===== config.mk =====
export PLATFORM = sky130hd
export DESIGN_NAME = mesi_core_agent
export DESIGN_NICKNAME = d
export VERILOG_FILES = /design/src/rtl/mesi_pkg.sv /design/src/rtl/mesi_agent_snoop.sv /design/src/rtl/mesi_core_agent.sv
export SDC_FILE = /design/constraint.sdc
export NUM_CORES = 1
export LEC_CHECK = 0
export ABC_CLOCK_PERIOD_IN_PS = 3200
export BUFFER_PORTS_ARGS = -buffer_cell sky130_fd_sc_hd__buf_2
export CORE_MARGIN = 2
export CORE_UTILIZATION = 54
export CTS_BUF_LIST = sky130_fd_sc_hd__clkbuf_4
export CTS_CLUSTER_SIZE = 12
export DETAILED_ROUTE_END_ITERATION = 16
export HOLD_SLACK_MARGIN = 0.1
export PLACE_DENSITY = 0.88
export SLEW_MARGIN = 20
export SYNTH_ARGS = -nofsm -noshare
export SYNTH_HDL_FRONTEND = slang
export SYNTH_SLANG_ARGS = --single-unit

===== constraint.sdc =====
create_clock -name clk -period 3.2 [get_ports clk]
set_input_delay 0.32 -clock clk [delete_from_list [all_inputs] [get_ports clk]]
set_output_delay 0.32 -clock clk [all_outputs]
set_load 0.03 [all_outputs]

===== src/rtl/mesi_pkg.sv =====
// Shared MESI coherence types: bus command encodings, request types and
// the agent FSM state encodings. Also used by mesi_isc and its checkers.
package mesi_pkg;

  typedef enum logic [2:0] {
    MBUS_NOP      = 3'd0,
    MBUS_WR       = 3'd1,
    MBUS_RD       = 3'd2,
    MBUS_WR_BROAD = 3'd3,
    MBUS_RD_BROAD = 3'd4
  } mbus_cmd_t;

  typedef enum logic [2:0] {
    CBUS_NOP      = 3'd0,
    CBUS_WR_SNOOP = 3'd1,
    CBUS_RD_SNOOP = 3'd2,
    CBUS_EN_WR    = 3'd3,
    CBUS_EN_RD    = 3'd4
  } cbus_cmd_t;

  typedef enum logic [1:0] {
    BREQ_NOP = 2'd0,
    BREQ_WR  = 2'd1,
    BREQ_RD  = 2'd2
  } breq_type_t;

  typedef enum logic [2:0] {
    R_IDLE    = 3'd0,
    R_BROAD   = 3'd1,
    R_WAIT_EN = 3'd2,
    R_ACCESS  = 3'd3,
    R_DONE    = 3'd4
  } req_state_t;

  typedef enum logic [1:0] {
    S_IDLE = 2'd0,
    S_WAIT = 2'd1,
    S_ACK  = 2'd2,
    S_HOLD = 2'd3
  } snp_state_t;

  // Encodings 5..7 on the coherence bus have no meaning.
  function automatic logic cbus_is_reserved(input logic [2:0] cmd);
    return cmd > 3'd4;
  endfunction

endpackage


===== src/rtl/mesi_agent_snoop.sv =====
// Snoop half of the core agent: captures a snoop from the coherence bus,
// presents it to the local cache, acknowledges once the cache is done and
// then sits out one cycle while mesi_isc drops the command.
//
// state  | meaning
// -------+---------------------------------------------------------------
// S_IDLE | waiting for WR_SNOOP / RD_SNOOP (unless blocked by enable ack)
// S_WAIT | snoop presented to cache, waiting for snoop_done_i
// S_ACK  | snoop_ack_o high for one cycle
// S_HOLD | command still on cbus after ack; ignore it
module mesi_agent_snoop
  import mesi_pkg::*;
#(
  parameter int ADDR_WIDTH = 32
) (
  input  logic                  clk,
  input  logic                  rst,
  input  logic [2:0]            cbus_cmd_i,
  input  logic [ADDR_WIDTH-1:0] cbus_addr_i,
  input  logic                  cmd_block_i,
  input  logic                  snoop_done_i,
  output logic                  snoop_valid_o,
  output logic                  snoop_wr_o,
  output logic [ADDR_WIDTH-1:0] snoop_addr_o,
  output logic                  snoop_ack_o,
  output logic                  snoop_idle_o
);

  snp_state_t            r_state;
  snp_state_t            w_state_nxt;
  logic                  r_wr;
  logic [ADDR_WIDTH-1:0] r_addr;
  logic                  w_take;
  logic                  w_valid;
  logic                  w_ack;

  // The enable path owns the bus while its own ack/holdoff is in flight.
  assign w_take = (r_state == S_IDLE) && !cmd_block_i &&
                  ((cbus_cmd_i == CBUS_WR_SNOOP) || (cbus_cmd_i == CBUS_RD_SNOOP));

  // Snoop state register
  always_ff @(posedge clk) begin
    if (rst) r_state <= S_IDLE;
    else     r_state <= w_state_nxt;
  end

  // Capture snoop type and address when a snoop is taken
  always_ff @(posedge clk) begin
    if (rst) begin
      r_wr   <= 1'b0;
      r_addr <= '0;
    end else if (w_take) begin
      r_wr   <= (cbus_cmd_i == CBUS_WR_SNOOP);
      r_addr <= cbus_addr_i;
    end
  end

  // Next-state and output decode
  always_comb begin
    w_state_nxt = r_state;
    w_valid     = 1'b0;
    w_ack       = 1'b0;
    case (r_state)
      S_IDLE: if (w_take) w_state_nxt = S_WAIT;
      S_WAIT: begin
        w_valid = 1'b1;
        if (snoop_done_i) w_state_nxt = S_ACK;
      end
      S_ACK: begin
        w_ack       = 1'b1;
        w_state_nxt = S_HOLD;
      end
      S_HOLD:  w_state_nxt = S_IDLE;
      default: w_state_nxt = S_IDLE;
    endcase
  end

  assign snoop_valid_o = w_valid;
  assign snoop_wr_o    = w_valid & r_wr;
  assign snoop_addr_o  = w_valid ? r_addr : '0;
  assign snoop_ack_o   = w_ack;
  assign snoop_idle_o  = (r_state == S_IDLE);

endmodule


===== src/rtl/mesi_core_agent.sv =====
// Per-core coherence agent downstream of mesi_isc. Converts a cache
// miss/upgrade into broadcast + access on the main bus, and answers every
// snoop/enable on the coherence bus with exactly one ack pulse.
//
// state     | meaning
// ----------+------------------------------------------------------------
// R_IDLE    | ready for a cache request
// R_BROAD   | WR_BROAD/RD_BROAD on mbus until mbus_ack_i
// R_WAIT_EN | mbus idle, waiting for matching EN_WR/EN_RD (then +1 cycle)
// R_ACCESS  | WR/RD on mbus until mbus_ack_i
// R_DONE    | done_o pulse
module mesi_core_agent
  import mesi_pkg::*;
#(
  parameter int ADDR_WIDTH = 32
) (
  input  logic                  clk,
  input  logic                  rst,
  input  logic                  req_valid_i,
  output logic                  req_ready_o,
  input  logic                  req_wr_i,
  input  logic [ADDR_WIDTH-1:0] req_addr_i,
  output logic                  done_o,
  output logic [2:0]            mbus_cmd_o,
  output logic [ADDR_WIDTH-1:0] mbus_addr_o,
  input  logic                  mbus_ack_i,
  input  logic [2:0]            cbus_cmd_i,
  input  logic [ADDR_WIDTH-1:0] cbus_addr_i,
  output logic                  cbus_ack_o,
  output logic                  snoop_valid_o,
  output logic                  snoop_wr_o,
  output logic [ADDR_WIDTH-1:0] snoop_addr_o,
  input  logic                  snoop_done_i,
  output logic                  err_o
);

  req_state_t            r_state;
  req_state_t            w_state_nxt;
  breq_type_t            r_type;
  logic [ADDR_WIDTH-1:0] r_addr;
  logic                  r_en_ack;
  logic                  r_en_hold;
  logic                  r_en_go;
  logic                  r_err;
  mbus_cmd_t             w_mbus_cmd;
  logic                  w_done;
  logic                  w_ready;
  logic                  w_accept;
  logic                  w_snoop_idle;
  logic                  w_snoop_ack;
  logic                  w_cbus_free;
  logic                  w_is_en;
  logic                  w_en_match;
  logic                  w_en_ok;
  logic                  w_is_rsvd;

  assign w_accept = (r_state == R_IDLE) && req_valid_i;

  // The cbus is only decoded when no snoop is in flight and no enable
  // ack/holdoff is pending, so a held command is never acked twice.
  assign w_cbus_free = w_snoop_idle && !r_en_ack && !r_en_hold;
  assign w_is_en     = w_cbus_free &&
                       ((cbus_cmd_i == CBUS_EN_WR) || (cbus_cmd_i == CBUS_EN_RD));
  assign w_en_match  = (cbus_cmd_i == CBUS_EN_WR) ? (r_type == BREQ_WR)
                                                  : (r_type == BREQ_RD);
  assign w_en_ok     = w_is_en && (r_state == R_WAIT_EN) && w_en_match;
  assign w_is_rsvd   = w_cbus_free && cbus_is_reserved(cbus_cmd_i);

  // Request state register
  always_ff @(posedge clk) begin
    if (rst) r_state <= R_IDLE;
    else     r_state <= w_state_nxt;
  end

  // Latch request type and address on accept
  always_ff @(posedge clk) begin
    if (rst) begin
      r_type <= BREQ_NOP;
      r_addr <= '0;
    end else if (w_accept) begin
      r_type <= req_wr_i ? BREQ_WR : BREQ_RD;
      r_addr <= req_addr_i;
    end
  end

  // Enable ack, one-cycle holdoff behind it, and sticky protocol error.
  // r_en_go delays the move to R_ACCESS so the access starts after the ack.
  always_ff @(posedge clk) begin
    if (rst) begin
      r_en_ack  <= 1'b0;
      r_en_hold <= 1'b0;
      r_en_go   <= 1'b0;
      r_err     <= 1'b0;
    end else begin
      r_en_ack  <= w_is_en;
      r_en_hold <= r_en_ack;
      r_en_go   <= w_en_ok;
      if ((w_is_en && !w_en_ok) || w_is_rsvd) r_err <= 1'b1;
    end
  end

  // Request next-state and output decode
  always_comb begin
    w_state_nxt = r_state;
    w_mbus_cmd  = MBUS_NOP;
    w_done      = 1'b0;
    w_ready     = 1'b0;
    case (r_state)
      R_IDLE: begin
        w_ready = 1'b1;
        if (req_valid_i) w_state_nxt = R_BROAD;
      end
      R_BROAD: begin
        if (r_type == BREQ_WR) w_mbus_cmd = MBUS_WR_BROAD;
        else                   w_mbus_cmd = MBUS_RD_BROAD;
        if (mbus_ack_i) w_state_nxt = R_WAIT_EN;
      end
      R_WAIT_EN: begin
        if (r_en_go) w_state_nxt = R_ACCESS;
      end
      R_ACCESS: begin
        if (r_type == BREQ_WR) w_mbus_cmd = MBUS_WR;
        else                   w_mbus_cmd = MBUS_RD;
        if (mbus_ack_i) w_state_nxt = R_DONE;
      end
      R_DONE: begin
        w_done      = 1'b1;
        w_state_nxt = R_IDLE;
      end
      default: w_state_nxt = R_IDLE;
    endcase
  end

  mesi_agent_snoop #(
    .ADDR_WIDTH (ADDR_WIDTH)
  ) u_snoop (
    .clk           (clk),
    .rst           (rst),
    .cbus_cmd_i    (cbus_cmd_i),
    .cbus_addr_i   (cbus_addr_i),
    .cmd_block_i   (r_en_ack | r_en_hold),
    .snoop_done_i  (snoop_done_i),
    .snoop_valid_o (snoop_valid_o),
    .snoop_wr_o    (snoop_wr_o),
    .snoop_addr_o  (snoop_addr_o),
    .snoop_ack_o   (w_snoop_ack),
    .snoop_idle_o  (w_snoop_idle)
  );

  assign req_ready_o = w_ready;
  assign done_o      = w_done;
  assign mbus_cmd_o  = w_mbus_cmd;
  assign mbus_addr_o = (w_mbus_cmd != MBUS_NOP) ? r_addr : '0;
  assign cbus_ack_o  = r_en_ack | w_snoop_ack;
  assign err_o       = r_err;

endmodule

==> qor.json, run 1 <==
{
  "sta": {
    "timing.final.crit_period_ns": 2.37,
    "report.final.slew_viol_count": 0,
    "final_critical_path_setup_slack_ns": 0.828,
    "grt_setup_unrepaired": "false",
    "report.final.setup_viol": 0,
    "skew_ns": 0.0154,
    "worst_slew_pin_slew_ns": 1.08,
    "maxSlewHeadroom": 0.280,
    "setup_tns_ns": 0,
    "max_clock_freq_mhz": 422,
    "final.period_utilization": 0.741,
    "hold_violation_total_from_the_final_report": 0
  },
  "drt": {
    "via_count": 3139,
    "drt_wl_total_um": 8140,
    "drt.antenna.violating_nets": 0,
    "detail_route.drc_violations": 0,
    "drt_iter0_markers": 94,
    "detailedRoute.firstPassIterationCount": 4,
    "detail_route.vias_per_cell": 4.93,
    "wl_per_cell_um": 12.8
  },
  "power_and_ir_drop": {
    "netSwitchingPower_uw": 800,
    "power_density_mw_per_mm2": 555,
    "power.switching_fraction": 0.332,
    "maximum_vdd_drop_v": 0.000339,
    "clock_power_share": 0.271,
    "combPwrFrac": 0.271,
    "power_frac_seq": 0.458,
    "internal-power_mw": 1.61,
    "leakage_power_total_nw": 1.99
  },
  "worst_setup_path": {
    "worst_setup_path_end_kind": "output port",
    "crit_end": "snoop_addr_o[3]",
    "critical_path.startpoint_type": "flip-flop",
    "crit_fanout": 35,
    "worst-r2r-setup-slack_ns": 1.08,
    "total_stage_count_of_the_critical_path": 4,
    "worstPathCellList": "inv_1 > ha_1 > and2_1 > buf_2",
    "critical-path-top-delay-family": "adder cells",
    "setup.worst_path.start": "u_snoop.r_state[1]",
    "critical_path.max_stage_delay_ns": 0.78,
    "worstReg2RegEnd": "u_snoop.r_addr[7]",
    "ff_to_ff_start": "u_snoop.r_state[0]",
    "crit_type": "flip-flop to output port",
    "timing.critical_path.required_ns": 2.88,
    "crit_path_top_delay_cell": "sky130_fd_sc_hd__ha_1",
    "worstPathArrival_ns": 2.05,
    "worst_r2r_path_depth": 6,
    "critical_path.n_buffers_inverters": 2
  },
  "logic_synthesis": {
    "synth-async-reset-ratio": 0,
    "synth_area_leader_cell": "sky130_fd_sc_hd__dfxtp_1",
    "netlist-cell-type-count": 35,
    "synth_most_common_cell": "sky130_fd_sc_hd__nand2_1",
    "post_synth_xor_area_fraction": 0.00746,
    "syn-num-nets": 501,
    "syn_area_per_cell_um2": 8.28,
    "synth_area_leaders": "sky130_fd_sc_hd__dfxtp_1 43%, sky130_fd_sc_hd__and2_1 12%, sky130_fd_sc_hd__nand2_1 12%",
    "synth_flop_cell": "sky130_fd_sc_hd__dfxtp_1",
    "synth_compound_gate_area_share": 0.145,
    "synth.mux.area_fraction": 0.00284,
    "synth_simple_gate_area_frac": 0.345,
    "synth_area_mm2": 0.00352,
    "synth.top_cells.by_count": "108 x sky130_fd_sc_hd__nand2_1, 76 x sky130_fd_sc_hd__dfxtp_1, 68 x sky130_fd_sc_hd__and2_1",
    "syn_inst": 425,
    "synth_top_family_by_area": "simple AND/OR/NAND/NOR gates",
    "synth-warning-count": 0,
    "synth_top_area_share": 0.432,
    "synthAdderAreaFrac": 0.0107,
    "seq_area_frac_synth": 0.432,
    "synth_enable_flop_cells": 0,
    "synthesized_flop_and_latch_total": 76
  },
  "finish": {
    "final_core_util": 0.687,
    "nets": 631,
    "layout.cells.non_filler": 637,
    "syn2layout_area_growth_pct": 23.2,
    "insertedDiodeCount": 0,
    "layout.cell_area.non_filler_mm2": 0.00434,
    "fillerInstances": 496,
    "final_layout_size_suffix_gt1_frac": 0.404
  },
  "clock_tree": {
    "postCtsHoldBufs": 0,
    "insertion_delay_ns": 0.41,
    "cts-root-to-sink-buffers": 2,
    "clkSlewWorstSetupHoldPaths_ns": 0.13,
    "h-tree-depth": 3,
    "post_cts_setup_buffer_count": 0,
    "numClockSinks": 76,
    "cts_buffers": 9,
    "cts.repair.resized": 0,
    "cts_tree": "yes",
    "clk_root_buf": "sky130_fd_sc_hd__clkbuf_4"
  },
  "global_routing": {
    "grt_use_total": 0.227,
    "grt_start_max_net_pins": 76,
    "grt_pass1_wl_um": 13300,
    "initial_antenna_violation_count": 0,
    "number_of_global_route_vias_before_repair": 2952,
    "grt_remaining_overflow": 0
  },
  "status": {
    "run_status": "finished clean"
  },
  "flow_run": {
    "max_cap_violations": 0
  },
  "floorplanning": {
    "initial_utilization": 0.558,
    "std_cell_rows": 29,
    "num_io_pins": 146,
    "core_area_mm2": 0.00631,
    "die_y_um": 84.7,
    "chipWidth_um": 84.7,
    "die_area_mm2": 0.00718
  },
  "placed_design": {
    "routabilityCongestion": 0.793,
    "preCtsSetupSlack_ns": 1.11,
    "post_dp_cell_area_mm2": 0.00417,
    "numPortBuffers": 145,
    "dp_cells": 620,
    "detailedPlacementHpwl_um": 5610
  },
  "worst_hold_path": {
    "worstHoldPathType": "input port to flip-flop"
  }
}
==> per-layer routing <==
layer,up-vias,track usage,share of wire,wire length [um]
met3,11,0.0747,0.095,775
met2,129,0.366,0.46,3730
met1,1384,0.288,0.43,3520
li1,1615,-,-,-
met5,-,0,0,0
met4,0,0.0736,0.014,114
==> tightest hold or removal path, delay by kind of cell <==
kind,cells,cell delay (ns)
and+or+nand+nor,1,0.05
AOI/OAI and AO/OA,1,0.04
buffers and inverters,1,0.10
==> cell usage in the layout, fill, tap and decap left out, types with 2 or more instances in the layout <==
cell,instances
sky130_fd_sc_hd__nand2_2,30
sky130_fd_sc_hd__bufinv_16,2
sky130_fd_sc_hd__nor2b_1,7
sky130_fd_sc_hd__xor2_1,2
sky130_fd_sc_hd__buf_2,144
sky130_fd_sc_hd__nand2_1,108
sky130_fd_sc_hd__a21oi_2,30
sky130_fd_sc_hd__dfxtp_1,76
sky130_fd_sc_hd__or3b_1,2
sky130_fd_sc_hd__and2_1,67
sky130_fd_sc_hd__a21oi_1,38
sky130_fd_sc_hd__nor2_1,5
sky130_fd_sc_hd__ha_1,3
sky130_fd_sc_hd__nand2b_1,2
sky130_fd_sc_hd__inv_1,3
sky130_fd_sc_hd__nor3b_1,2
sky130_fd_sc_hd__nor3_1,5
sky130_fd_sc_hd__o21ai_0,2
sky130_fd_sc_hd__clkbuf_4,11
sky130_fd_sc_hd__buf_4,3
==> layout make-up <==
| cell class | instances | area [um^2] | share of cell area |
|---|---|---|---|
| Timing Repair Buffer | 148 | 753 | 0.174 |
| Tap cell | 77 | 96.3 | 0.0222 |
| Inverter | 3 | 11.3 | 0.00260 |
| Sequential cell | 76 | 1520 | 0.351 |
| Clock inverter | 5 | 76.3 | 0.0176 |
| Multi-Input combinational cell | 317 | 1800 | 0.414 |
| Clock buffer | 11 | 82.6 | 0.0190 |
==> stage by stage <==
stage / hold WS [ns] / power, mW
after global routing: 0.102 / 2.55
after global placement: 0.437 / 1.75
final: 0.130 / 2.41
after detailed placement: 0.443 / 1.78
after floorplan: 0.432 / 1.64
after CTS: 0.113 / 2.42
==> flip-flops by register name, indices dropped and copies added, names as in the netlist <==
name / count
r_en_ack: 1
r_addr: 32
err_o: 1
r_state: 3
r_type: 2
r_en_go: 1
u_snoop.r_wr: 1
u_snoop.r_addr: 32
r_en_hold: 1
u_snoop.r_state: 2
==> worst min-delay path by stage <==
stage,slack (ns),depth (start not counted),end,from
floorplan,0.43,2,r_addr[0],r_addr[0]
global placement,0.44,2,r_addr[1],r_addr[1]
detailed placement,0.44,2,r_addr[3],r_addr[3]
CTS,0.11,3,u_snoop.r_addr[24],cbus_addr_i[24]
global route,0.10,3,u_snoop.r_addr[24],cbus_addr_i[24]
finish,0.13,3,u_snoop.r_addr[24],cbus_addr_i[24]
==> cell families after synthesis <==
family	Yosys count
XOR/XNOR	3
buffers and inverters	32
adder cells (fa/ha/maj)	3
multiplexers	1
AND/OR/NAND/NOR	234
flip-flops	76
AO/OA/AOI/OAI	76
==> power by group through the flow <==
stage / logic [mW] / clock network [mW] / registers [mW]
5_1_grt: 0.723 / 0.713 / 1.12
3_5_place_dp: 0.655 / 0 / 1.12
6_report: 0.653 / 0.653 / 1.10
3_3_place_gp: 0.632 / 0 / 1.12
2_1_floorplan: 0.531 / 0 / 1.11
4_1_cts: 0.656 / 0.666 / 1.10
Power figures use the tool's default switching activity.
==> run 2, diff against run 1 <==
Settings changed: ABC_CLOCK_PERIOD_IN_PS 3200 to 2300, CORE_UTILIZATION 54 to 50, PLACE_DENSITY 0.88 to 0.83.
Clock period 3.2 ns to 2.3 ns, I/O delays scaled along.
==> run 2 against run 1 <==
Effect of this change:
- largest cell class unchanged
- clock-buffer cell count fell by 2
- sequential power rose by 40%
- clock skew rose by 0.0015 ns
==> qor.json, run 2 (synthesis results as in run 1) <==
{
  "sta": {
    "setup_tns_ns": 0,
    "report.final.slew_viol_count": 0,
    "report.final.setup_viol": 0,
    "hold_ws_ns": 0.138,
    "maxSlewHeadroom": 0.669,
    "timing.final.crit_period_ns": 2.10,
    "skew_ns": 0.0169,
    "hold_violation_total_from_the_final_report": 0,
    "final_critical_path_setup_slack_ns": 0.196,
    "final.period_utilization": 0.915,
    "grt_setup_unrepaired": "false",
    "worst_slew_pin_slew_ns": 0.496,
    "max_clock_freq_mhz": 475
  },
  "finish": {
    "final_layout_size_suffix_gt1_frac": 0.368,
    "syn2layout_area_growth_pct": 44.6,
    "final_core_util": 0.750,
    "insertedDiodeCount": 0,
    "reg.largest.list": "r_addr: 32 flops, u_snoop.r_addr: 32 flops, r_state: 3 flops",
    "layout.cells.non_filler": 727,
    "nets": 702,
    "leading_cell_type_in_the_layout_fill_and_taps_excluded": "sky130_fd_sc_hd__buf_2",
    "layout.cell_area.non_filler_mm2": 0.00509,
    "mostFrequentLayoutCells": "145 x sky130_fd_sc_hd__buf_2, 108 x sky130_fd_sc_hd__nand2_1, 76 x sky130_fd_sc_hd__dfxtp_1",
    "fillerInstances": 449
  },
  "global_routing": {
    "grt_remaining_overflow": 0,
    "number_of_global_route_vias_before_repair": 3481,
    "grt_use_total": 0.259,
    "grt_pass1_wl_um": 15800,
    "initial_antenna_violation_count": 0,
    "grt_start_max_net_pins": 36
  },
  "clock_tree": {
    "cts_tree": "yes",
    "post_cts_setup_buffer_count": 0,
    "insertion_delay_ns": 0.41,
    "h-tree-depth": 3,
    "clkSlewWorstSetupHoldPaths_ns": 0.12,
    "cts-root-to-sink-buffers": 2,
    "clk_root_buf": "sky130_fd_sc_hd__clkbuf_4",
    "cts.repair.resized": 0,
    "numClockSinks": 76,
    "cts_buffers": 9
  },
  "worst_setup_path": {
    "worstReg2RegEnd": "u_snoop.r_addr[0]",
    "crit_type": "flip-flop to output port",
    "critical_path.startpoint_type": "flip-flop",
    "timing.critical_path.required_ns": 2.07,
    "critical_path.max_stage_delay_ns": 0.34,
    "crit_fanout": 25,
    "worstPathArrival_ns": 1.87,
    "crit_path_top_delay_cell": "sky130_fd_sc_hd__dfxtp_1",
    "worst-r2r-setup-slack_ns": 0.42,
    "worst_setup_path_end_kind": "output port",
    "worstPathCellList": "inv_1 > ha_1 > buf_4 > and2_1 > buf_2",
    "ff_to_ff_start": "u_snoop.r_state[1]",
    "worst_r2r_path_depth": 7
  },
  "placed_design": {
    "preCtsSetupSlack_ns": 0.518,
    "numPortBuffers": 145,
    "detailedPlacementHpwl_um": 5700,
    "post_dp_cell_area_mm2": 0.00425,
    "routabilityCongestion": 0.758,
    "dp_cells": 645
  },
  "floorplanning": {
    "core_area_mm2": 0.00679,
    "std_cell_rows": 30,
    "chipWidth_um": 87.9,
    "die_y_um": 87.9,
    "initial_utilization": 0.518,
    "die_area_mm2": 0.00773,
    "num_io_pins": 146
  },
  "power_and_ir_drop": {
    "leakage_power_total_nw": 2.30,
    "clock_power_share": 0.281,
    "power_frac_seq": 0.428,
    "internal-power_mw": 2.42,
    "power.switching_fraction": 0.326,
    "combPwrFrac": 0.291,
    "netSwitchingPower_mw": 1.17,
    "power_density_mw_per_mm2": 706,
    "maximum_vdd_drop_v": 0.000453,
    "p_total_mw": 3.59
  },
  "worst_hold_path": {
    "worstHoldPathType": "input port to flip-flop",
    "worst_hold_path.num_cells": 3,
    "whs_endpoint": "u_snoop.r_wr",
    "worst_hold_startpoint": "cbus_cmd_i[0]"
  },
  "drt": {
    "detail_route.vias_per_cell": 4.92,
    "drt.antenna.violating_nets": 0,
    "drt_iter0_markers": 93,
    "via_count": 3575,
    "detail_route.drc_violations": 0,
    "wl_per_cell_um": 14.0,
    "detailedRoute.firstPassIterationCount": 4,
    "drt_wl_total_um": 10200
  },
  "flow_run": {
    "max_cap_violations": 0
  },
  "status": {
    "run_status": "finished clean"
  }
}
[run 2: cell types whose count changed in the layout (fill, tap and decap cells not counted)]
cell                            delta
sky130_fd_sc_hd__dlygate4sd3_1    +65
sky130_fd_sc_hd__buf_2             +1
sky130_fd_sc_hd__clkbuf_4          -2
sky130_fd_sc_hd__buf_4             +4
sky130_fd_sc_hd__buf_12            +1
sky130_fd_sc_hd__bufinv_16         +1
sky130_fd_sc_hd__clkinv_4          +1
[run 2: routing by layer]
layer,up-vias,GRT usage,share of wire,wire length (um)
li1,1756,-,-,-
met1,1633,0.289,0.40,4040
met2,154,0.466,0.50,5100
met3,32,0.0613,0.071,719
met4,0,0.116,0.029,298
met5,-,0,0,0
[run 2: power by group through the flow]
stage	logic (mW)	registers (mW)	clock network (mW)
final	1.04	1.54	1.01
after global routing	1.14	1.55	1.09
after CTS	1.03	1.53	1.04
after detailed placement	0.941	1.56	0
after global placement	0.917	1.55	0
after floorplan	0.738	1.55	0
[run 2: area by class of cell]
| type | count | area (um^2) | share of cell area |
|---|---|---|---|
| inverter | 3 | 11.3 | 0.00221 |
| clock buffer | 9 | 67.6 | 0.0133 |
| clock inverter | 7 | 115 | 0.0226 |
| timing repair buffer | 219 | 1460 | 0.286 |
| multi-input combinational | 317 | 1800 | 0.353 |
| tap | 96 | 120 | 0.0236 |
| sequential | 76 | 1520 | 0.299 |
[run 2: what timing repair did]
action / 4_1_cts / 5_1_grt
hold endpoints to repair: 68 / 0
hold buffers: 66 / 0
setup endpoints to repair: 0 / 0
[run 2: worst max-delay path by stage]
stage	startpoint	end	cells past startpoint
5_1_grt	u_snoop.r_state[1]	snoop_addr_o[18]	5
2_1_floorplan	u_snoop.r_state[1]	snoop_addr_o[0]	4
4_1_cts	u_snoop.r_state[1]	snoop_addr_o[2]	5
6_report	u_snoop.r_state[1]	snoop_addr_o[8]	5
3_5_place_dp	u_snoop.r_state[1]	u_snoop.r_addr[0]	7
3_3_place_gp	u_snoop.r_state[0]	u_snoop.r_addr[1]	7
[run 2: worst max-delay path, delay by kind of cell, from the launching register on]
kind                     cells  cell delay, ns
flip-flops                   1            0.34
buffers and inverters        3            0.59
AND/OR/NAND/NOR              1            0.19
adder cells (fa/ha/maj)      1            0.34
